### config.mk
export PLATFORM = sky130hd
export DESIGN_NAME = store_commit_ctrl_flat
export DESIGN_NICKNAME = d
export VERILOG_FILES = /design/src/rtl/store_commit_ctrl_pkg.sv /design/src/rtl/store_commit_ctrl_if.sv /design/src/rtl/store_commit_ctrl_store_queue.sv /design/src/rtl/store_commit_ctrl.sv /design/src/flat_wrapper.sv
export SDC_FILE = /design/constraint.sdc
export NUM_CORES = 1
export LEC_CHECK = 0
export BUFFER_PORTS_ARGS = -buffer_cell sky130_fd_sc_hd__buf_2
export CAP_MARGIN = 30
export CORE_ASPECT_RATIO = 1.75
export CORE_MARGIN = 2
export CORE_UTILIZATION = 49
export CTS_CLUSTER_SIZE = 28
export DETAILED_ROUTE_END_ITERATION = 10
export HOLD_SLACK_MARGIN = 0.03
export PLACE_DENSITY = 0.82
export SYNTH_ARGS = -nofsm -noshare
export SYNTH_HDL_FRONTEND = slang
export SYNTH_HIERARCHICAL = 1
export SYNTH_SLANG_ARGS = --single-unit
### constraint.sdc
create_clock -name clk -period 7.9 [get_ports clk]
set_clock_uncertainty 0.2 [all_clocks]
set_input_delay 0.395 -clock clk [delete_from_list [all_inputs] [get_ports clk]]
set_output_delay 0.395 -clock clk [all_outputs]
set_load 0.01 [all_outputs]
### src/rtl/store_commit_ctrl_pkg.sv
// Shared types for the store commit path: exception record, store-queue entry,
// commit FSM states and the store alignment helpers.
package store_commit_ctrl_pkg;

    typedef struct packed {
        logic        ex;
        logic [4:0]  exccode;
        logic [31:0] badvaddr;
        logic        tlb_refill;
    } exception_t;

    localparam logic [4:0] EXC_ADES = 5'h05;

    typedef struct packed {
        logic [31:0] addr;
        logic [31:0] data;
        logic [3:0]  wstrb;
    } sq_entry_t;

    typedef enum logic [1:0] {
        ST_IDLE,
        ST_REQ,
        ST_WAIT,
        ST_DONE
    } commit_state_e;

    // Word stores need addr[1:0]==0, halfword stores (two contiguous lanes) need addr[0]==0.
    function automatic logic is_misaligned(input sq_entry_t e);
        logic word_bad;
        logic half_bad;
        word_bad = (e.wstrb == 4'b1111) && (e.addr[1:0] != 2'b00);
        half_bad = ((e.wstrb == 4'b0011) || (e.wstrb == 4'b1100)) && e.addr[0];
        return word_bad || half_bad;
    endfunction

    function automatic exception_t ades_exception(input logic [31:0] vaddr);
        exception_t e;
        e.ex         = 1'b1;
        e.exccode    = EXC_ADES;
        e.badvaddr   = vaddr;
        e.tlb_refill = 1'b0;
        return e;
    endfunction

endpackage

### src/rtl/store_commit_ctrl_if.sv
// Store-queue push, commit handshake and dcache write channel of store_commit_ctrl.
// The slave modport is the controller side; master is the pipeline/cache side.
interface store_commit_ctrl_if;
    import store_commit_ctrl_pkg::*;

    logic        sq_push_valid;
    logic [31:0] sq_push_addr;
    logic [31:0] sq_push_data;
    logic [3:0]  sq_push_wstrb;
    logic        sq_full;

    logic        commit_store_valid;
    logic        commit_store_ready;
    exception_t  commit_store_ex;
    logic        flush;

    logic        data_req;
    logic [31:0] data_addr;
    logic [31:0] data_wdata;
    logic [3:0]  data_wstrb;
    logic        data_addr_ok;
    logic        data_data_ok;

    modport slave (
        input  sq_push_valid, sq_push_addr, sq_push_data, sq_push_wstrb,
        input  commit_store_valid, flush, data_addr_ok, data_data_ok,
        output sq_full, commit_store_ready, commit_store_ex,
        output data_req, data_addr, data_wdata, data_wstrb
    );

    modport master (
        output sq_push_valid, sq_push_addr, sq_push_data, sq_push_wstrb,
        output commit_store_valid, flush, data_addr_ok, data_data_ok,
        input  sq_full, commit_store_ready, commit_store_ex,
        input  data_req, data_addr, data_wdata, data_wstrb
    );

endinterface

### src/rtl/store_commit_ctrl_store_queue.sv
// Circular store queue: program-ordered executed stores waiting for commit.
// Clear beats push and pop; a push while full is dropped even if a pop happens that cycle.
module store_queue
    import store_commit_ctrl_pkg::*;
#(
    parameter int DEPTH = 4
) (
    input  logic                       clk,
    input  logic                       resetn,
    input  logic                       push_i,
    input  sq_entry_t                  push_entry_i,
    input  logic                       pop_i,
    input  logic                       clear_i,
    output sq_entry_t                  head_o,
    output logic [$clog2(DEPTH):0]     count_o,
    output logic                       full_o
);

    localparam int PTR_W = $clog2(DEPTH);
    localparam int CNT_W = PTR_W + 1;

    sq_entry_t          mem [DEPTH];
    logic [PTR_W-1:0]   head_q, head_d;
    logic [PTR_W-1:0]   tail_q, tail_d;
    logic [CNT_W-1:0]   count_q, count_d;
    logic               push_ok;
    logic               pop_ok;

    assign full_o  = (count_q == CNT_W'(DEPTH));
    assign count_o = count_q;
    assign head_o  = mem[head_q];

    assign push_ok = push_i && !full_o && !clear_i;
    assign pop_ok  = pop_i && (count_q != '0) && !clear_i;

    // NOTE: every signal gets its default before any branch, so no path can infer a latch.
    always_comb begin
        head_d  = head_q;
        tail_d  = tail_q;
        count_d = count_q;
        if (clear_i) begin
            head_d  = '0;
            tail_d  = '0;
            count_d = '0;
        end else begin
            if (push_ok) tail_d = tail_q + PTR_W'(1);
            if (pop_ok)  head_d = head_q + PTR_W'(1);
            case ({push_ok, pop_ok})
                2'b10:   count_d = count_q + CNT_W'(1);
                2'b01:   count_d = count_q - CNT_W'(1);
                default: count_d = count_q;
            endcase
        end
    end

    // NOTE: non-blocking assignments for all state so every flop samples pre-edge values.
    always_ff @(posedge clk or negedge resetn) begin
        if (!resetn) begin
            head_q  <= '0;
            tail_q  <= '0;
            count_q <= '0;
        end else begin
            head_q  <= head_d;
            tail_q  <= tail_d;
            count_q <= count_d;
        end
    end

    // NOTE: entry storage is deliberately not reset; count_q alone decides which slots are live.
    always_ff @(posedge clk) begin
        if (push_ok) mem[tail_q] <= push_entry_i;
    end

endmodule

### src/rtl/store_commit_ctrl.sv
// Commit-time store controller: drains the store queue head to the dcache when commit asks.
// Optional build macro STORE_ALIGN_CHECK_EN raises AdES for misaligned heads without a bus request.
module store_commit_ctrl
    import store_commit_ctrl_pkg::*;
#(
    parameter int SQ_DEPTH = 4
) (
    input  logic                clk,
    input  logic                resetn,
    store_commit_ctrl_if.slave  bus
);

    localparam int CNT_W = $clog2(SQ_DEPTH) + 1;

    commit_state_e    state_q, state_d;
    exception_t       ex_q, ex_d;
    logic             flushed_q, flushed_d;
    sq_entry_t        push_entry;
    sq_entry_t        head_entry;
    logic [CNT_W-1:0] sq_count;
    logic             sq_empty;
    logic             misaligned;
    logic             pop;
    logic             ready;

    assign push_entry = '{addr: bus.sq_push_addr, data: bus.sq_push_data, wstrb: bus.sq_push_wstrb};

    store_queue #(
        .DEPTH (SQ_DEPTH)
    ) u_queue (
        .clk          (clk),
        .resetn       (resetn),
        .push_i       (bus.sq_push_valid),
        .push_entry_i (push_entry),
        .pop_i        (pop),
        .clear_i      (bus.flush),
        .head_o       (head_entry),
        .count_o      (sq_count),
        .full_o       (bus.sq_full)
    );

    assign sq_empty = (sq_count == '0);

`ifdef STORE_ALIGN_CHECK_EN
    assign misaligned = is_misaligned(head_entry);
`else
    assign misaligned = 1'b0;
`endif

    always_ff @(posedge clk or negedge resetn) begin
        if (!resetn) begin
            state_q   <= ST_IDLE;
            ex_q      <= '0;
            flushed_q <= 1'b0;
        end else begin
            state_q   <= state_d;
            ex_q      <= ex_d;
            flushed_q <= flushed_d;
        end
    end

    // flushed_q remembers a flush seen while the write is on the bus; the write still has
    // to finish, but it must retire silently.
    always_comb begin
        state_d   = state_q;
        ex_d      = ex_q;
        flushed_d = flushed_q;
        case (state_q)
            ST_IDLE: begin
                flushed_d = 1'b0;
                if (bus.commit_store_valid && !sq_empty && !bus.flush) begin
                    if (misaligned) begin
                        state_d = ST_DONE;
                        ex_d    = ades_exception(head_entry.addr);
                    end else begin
                        state_d = ST_REQ;
                        ex_d    = '0;
                    end
                end
            end
            ST_REQ: begin
                if (bus.data_addr_ok) begin
                    if (bus.data_data_ok) begin
                        state_d = bus.flush ? ST_IDLE : ST_DONE;
                    end else begin
                        state_d   = ST_WAIT;
                        flushed_d = bus.flush;
                    end
                end else if (bus.flush) begin
                    state_d = ST_IDLE;
                end
            end
            ST_WAIT: begin
                if (bus.data_data_ok) begin
                    state_d   = (flushed_q || bus.flush) ? ST_IDLE : ST_DONE;
                    flushed_d = 1'b0;
                end else if (bus.flush) begin
                    flushed_d = 1'b1;
                end
            end
            ST_DONE: begin
                state_d = ST_IDLE;
            end
            default: begin
                state_d = ST_IDLE;
            end
        endcase
    end

    assign pop   = (state_q == ST_DONE);
    assign ready = pop && !bus.flush;

    assign bus.commit_store_ready = ready;
    assign bus.commit_store_ex    = ready ? ex_q : '0;

    // Head stays stable during REQ: pops only happen in DONE and pushes land at the tail.
    assign bus.data_req   = (state_q == ST_REQ);
    assign bus.data_addr  = bus.data_req ? head_entry.addr  : '0;
    assign bus.data_wdata = bus.data_req ? head_entry.data  : '0;
    assign bus.data_wstrb = bus.data_req ? head_entry.wstrb : '0;

endmodule
### src/flat_wrapper.sv
// flat-port wrapper written by rule: the top's interface ports become plain ports
module store_commit_ctrl_flat import store_commit_ctrl_pkg::*;
#(
    parameter int SQ_DEPTH = 4
)
  (clk, resetn, bus_sq_push_valid, bus_sq_push_addr, bus_sq_push_data, bus_sq_push_wstrb, bus_commit_store_valid, bus_flush, bus_data_addr_ok, bus_data_data_ok, bus_sq_full, bus_commit_store_ready, bus_commit_store_ex, bus_data_req, bus_data_addr, bus_data_wdata, bus_data_wstrb);
  store_commit_ctrl_if bus_i ();
  input  logic clk;
  input  logic resetn;
  input wire logic [$bits(bus_i.sq_push_valid)-1:0] bus_sq_push_valid;
  input wire logic [$bits(bus_i.sq_push_addr)-1:0] bus_sq_push_addr;
  input wire logic [$bits(bus_i.sq_push_data)-1:0] bus_sq_push_data;
  input wire logic [$bits(bus_i.sq_push_wstrb)-1:0] bus_sq_push_wstrb;
  input wire logic [$bits(bus_i.commit_store_valid)-1:0] bus_commit_store_valid;
  input wire logic [$bits(bus_i.flush)-1:0] bus_flush;
  input wire logic [$bits(bus_i.data_addr_ok)-1:0] bus_data_addr_ok;
  input wire logic [$bits(bus_i.data_data_ok)-1:0] bus_data_data_ok;
  output wire logic [$bits(bus_i.sq_full)-1:0] bus_sq_full;
  output wire logic [$bits(bus_i.commit_store_ready)-1:0] bus_commit_store_ready;
  output wire logic [$bits(bus_i.commit_store_ex)-1:0] bus_commit_store_ex;
  output wire logic [$bits(bus_i.data_req)-1:0] bus_data_req;
  output wire logic [$bits(bus_i.data_addr)-1:0] bus_data_addr;
  output wire logic [$bits(bus_i.data_wdata)-1:0] bus_data_wdata;
  output wire logic [$bits(bus_i.data_wstrb)-1:0] bus_data_wstrb;
  assign bus_i.sq_push_valid = bus_sq_push_valid;
  assign bus_i.sq_push_addr = bus_sq_push_addr;
  assign bus_i.sq_push_data = bus_sq_push_data;
  assign bus_i.sq_push_wstrb = bus_sq_push_wstrb;
  assign bus_i.commit_store_valid = bus_commit_store_valid;
  assign bus_i.flush = bus_flush;
  assign bus_i.data_addr_ok = bus_data_addr_ok;
  assign bus_i.data_data_ok = bus_data_data_ok;
  assign bus_sq_full = bus_i.sq_full;
  assign bus_commit_store_ready = bus_i.commit_store_ready;
  assign bus_commit_store_ex = bus_i.commit_store_ex;
  assign bus_data_req = bus_i.data_req;
  assign bus_data_addr = bus_i.data_addr;
  assign bus_data_wdata = bus_i.data_wdata;
  assign bus_data_wstrb = bus_i.data_wstrb;
  store_commit_ctrl #(.SQ_DEPTH(SQ_DEPTH)) u_core (.clk(clk), .resetn(resetn), .bus(bus_i));
endmodule
==> run_results.csv <==
group,metric,value,unit
global_route,antenna_found_initial,2,
status,status,"finished clean",
detailed_routing,drt_iter0_drc,319,
sta,finalHoldViolCount,0,
clock_network,path_clk_slew,70,ps
clock_network,cts-root-buf,"clkbuf_16",
sta,setup-tns-final,0,ps
worst_setup_path,crit_path_cell_trace,"buf_4 -> mux4_2 -> and2_1 -> buf_2",
sta,fin_ws,4200,ps
clock_network,postCtsHoldBufs,71,
clock_network,cts_sinks,282,
sta,relSlewSlack,0.488,
worst_setup_path,start_kind,"register",
worst_setup_path,crit_arrival,3100,ps
sta,final-setup-viol-count,0,
sta,slew_violations,0,
logic_synthesis,synthDominantCellAreaShare,0.711,
power_and_ir_drop,power_density,263,mW/mm^2
die,die_h,207,um
logic_synthesis,async_reset_ff_frac,0.0355,
final_layout,drive_gt1_frac,0.340,
run,cap_violations,0,
sta,min_period,3700,ps
die,die_area,0.0247,mm^2
detailed_routing,first_pass_iters,6,
clock_network,clk_latency,530,ps
clock_network,h-tree-depth,1,
logic_synthesis,ys_ff_latch,282,
logic_synthesis,synth_compound_area_frac,0.0158,
detailed_routing,wl_per_cell,19.2,um
placement,dp_hpwl,12400,um
sta,rsz0062_at_grt,"false",
clock_network,cts-buffers-inserted,25,
global_route,grtUsageMet3,0.0270,
logic_synthesis,synth_mux_area_frac,0.135,
placement,port_buffers,145,
detailed_routing,routed_via_density,5.20,
detailed_routing,route.detailed.drc,0,
sta,tightest_slew,768,ps
final_layout,nets,876,
die,coreArea,0.0231,mm^2
power_and_ir_drop,leakage,4.93,nW
die,dieWidth,120,um
logic_synthesis,synth-edff-count,272,
clock_network,cts_tree,"done",
sta,fmax,271,MHz
worst_hold_path,worstHoldPathType,"input pin to register",
logic_synthesis,synth_flop_cell,"edfxtp_1",
clock_network,ctsResizeCount,0,
global_route,overflow,0,
global_route,grt_pass1_wl,33100,um
worst_setup_path,critPathMaxStageDelay,920,ps
global_route,grt_pass1_vias,6206,
die,ios,185,
sta,post-route-period-util,0.468,
global_route,use_met2,0.334,
power_and_ir_drop,vdd_drop_max,0.202,mV
global_route,use_met1,0.194,
logic_synthesis,synth_top_family_by_area,"multiplexers",
worst_setup_path,critPathSlowestCell,"dfrtp_4",
worst_setup_path,critPathKind,"register to output port",
placement,place_congestion,0.721,
logic_synthesis,synth.most_common_cell,"edfxtp_1",
final_layout,multi_input_area,0.00269,mm^2
detailed_routing,wl,21400,um
detailed_routing,drt.antenna.violating_nets,0,
die,initial_core_util,0.496,
global_route,grt_use_total,0.176,
final_layout,fillerInstances,1609,
final_layout,regArea,0.00843,mm^2
die,placementRows,74,
logic_synthesis,syn_avg_cell_area,20.1,um^2
logic_synthesis,synth_area,0.0115,mm^2
final_layout,areaGrowthSynthToFinish,21.6,%
logic_synthesis,synth_xor_area_frac,0.00229,
global_route,grt-busiest-layer,"met2",
logic_synthesis,synth_common_cells,"edfxtp_1, and2_1, mux4_2, buf_4, buf_2",
logic_synthesis,synthTopCellsByArea,"edfxtp_1, mux4_2, and2_1",
worst_setup_path,critPathCaptureType,"output port",
detailed_routing,vias,5796,
placement,dp_slack,4630,ps
logic_synthesis,synth_cells,570,
global_route,grt_start_max_net_pins,73,
clock_network,post_cts_buffers,0,
clock_network,clock_path_buffers,3,
worst_setup_path,worstPathRequired,7300,ps
logic_synthesis,synth.distinct_cells,43,
logic_synthesis,synth_top_area_cell,"edfxtp_1",
logic_synthesis,synthSimpleGateAreaFrac,0.0547,
logic_synthesis,yosysSeqAreaShare,0.733,
logic_synthesis,synth_warnings,6,
worst_setup_path,path_max_fanout,37,
logic_synthesis,synth_adder_area_share,0.0126,
-- through the flow --
stage | total power [W] | hold slack (ps) | cell area [um^2] | util | instances
finish | 0.00368 | 56.9 | 14000 | 0.603 | 1115
global route | 0.00383 | 65.2 | 14000 | 0.603 | 1115
CTS | 0.00372 | 30.5 | 14000 | 0.603 | 1113
detailed placement | 0.00237 | 81.8 | 12300 | 0.533 | 996
global placement | 0.00236 | 78.3 | 12300 | 0.532 | 995
floorplan | 0.00213 | -101 | 11600 | - | 608
-- power by group --
group	switching [W]	total, W	internal, W
Clock	0.000525	0.00132	0.000799
Combinational	0.000360	0.000639	0.000278
Sequential	0.0000257	0.00171	0.00169
-- final cells by class --
cell class                      count  share of cell area
Clock buffer                       31              0.0471
Multi-Input combinational cell    249               0.193
Inverter                            9             0.00242
Sequential cell                   282               0.604
Tap cell                          304              0.0272
Clock inverter                     15              0.0184
Antenna cell                        2            0.000358
Timing Repair Buffer              223               0.108
-- flip-flops by register name, summed over array words and instances (netlist names) --
| name | cells |
|---|---|
| u_core/u_queue/count_o | 3 |
| u_core/u_queue/tail_q | 2 |
| u_core/flushed_q | 1 |
| u_core/state_q | 2 |
| u_core/u_queue/mem | 272 |
| u_core/u_queue/head_q | 2 |
-- final timing paths --
| kind | cells after the start | from | slack, ps | to |
|---|---|---|---|---|
| setup / recovery | 4 | u_core/u_queue/head_q[0] | 4200 | bus_data_wstrb[1] |
| hold / removal | 2 | bus_flush | 60 | u_core/u_queue/tail_q[0] |
| setup reg to reg | 4 | u_core/u_queue/count_o[0] | 4920 | u_core/u_queue/mem[1][55] |
| hold reg to reg | 1 | u_core/flushed_q | 310 | u_core/flushed_q |
| max in group asynchronous | 2 | resetn | 7200 | u_core/u_queue/head_q[1] |
| min in group asynchronous | 2 | resetn | 70 | u_core/u_queue/count_o[0] |
-- cells by family (layout without fill, tap and decap cells) --
kind of cell    count (synthesis)  count (layout)
fa+ha+maj                      11              11
other cells                     1              41
mux                            70              70
buf+inv                        77             278
compound gates                 25              25
xor+xnor                        3               3
flops                         282             282
simple gates                  101             101
-- metal layers --
metal  vias up  part of all wire
li1       2611                 -
met1      2966              0.37
met2       186              0.56
met3        33             0.044
met4         0             0.025
met5         -                 0
-- worst max-delay path, delay by kind of cell, from the launching register on --
kind                   cells  cell delay [ps]
DFF                        1              920
buffers and inverters      2              820
muxes                      1              590
and+or+nand+nor            1              190
-- placed cells by master (no fill, tap or decap), drive strengths merged, types with 5 or more instances in the layout --
master,n
dlygate4sd3,71
conb,39
inv,12
buf,152
clkinv,5
nand2b,6
edfxtp,272
and2,73
a21oi,8
clkbuf,31
dfrtp,10
bufinv,6
ha,10
mux4,68
nor2,5
Note: power is estimated with default switching activity, not from simulation.
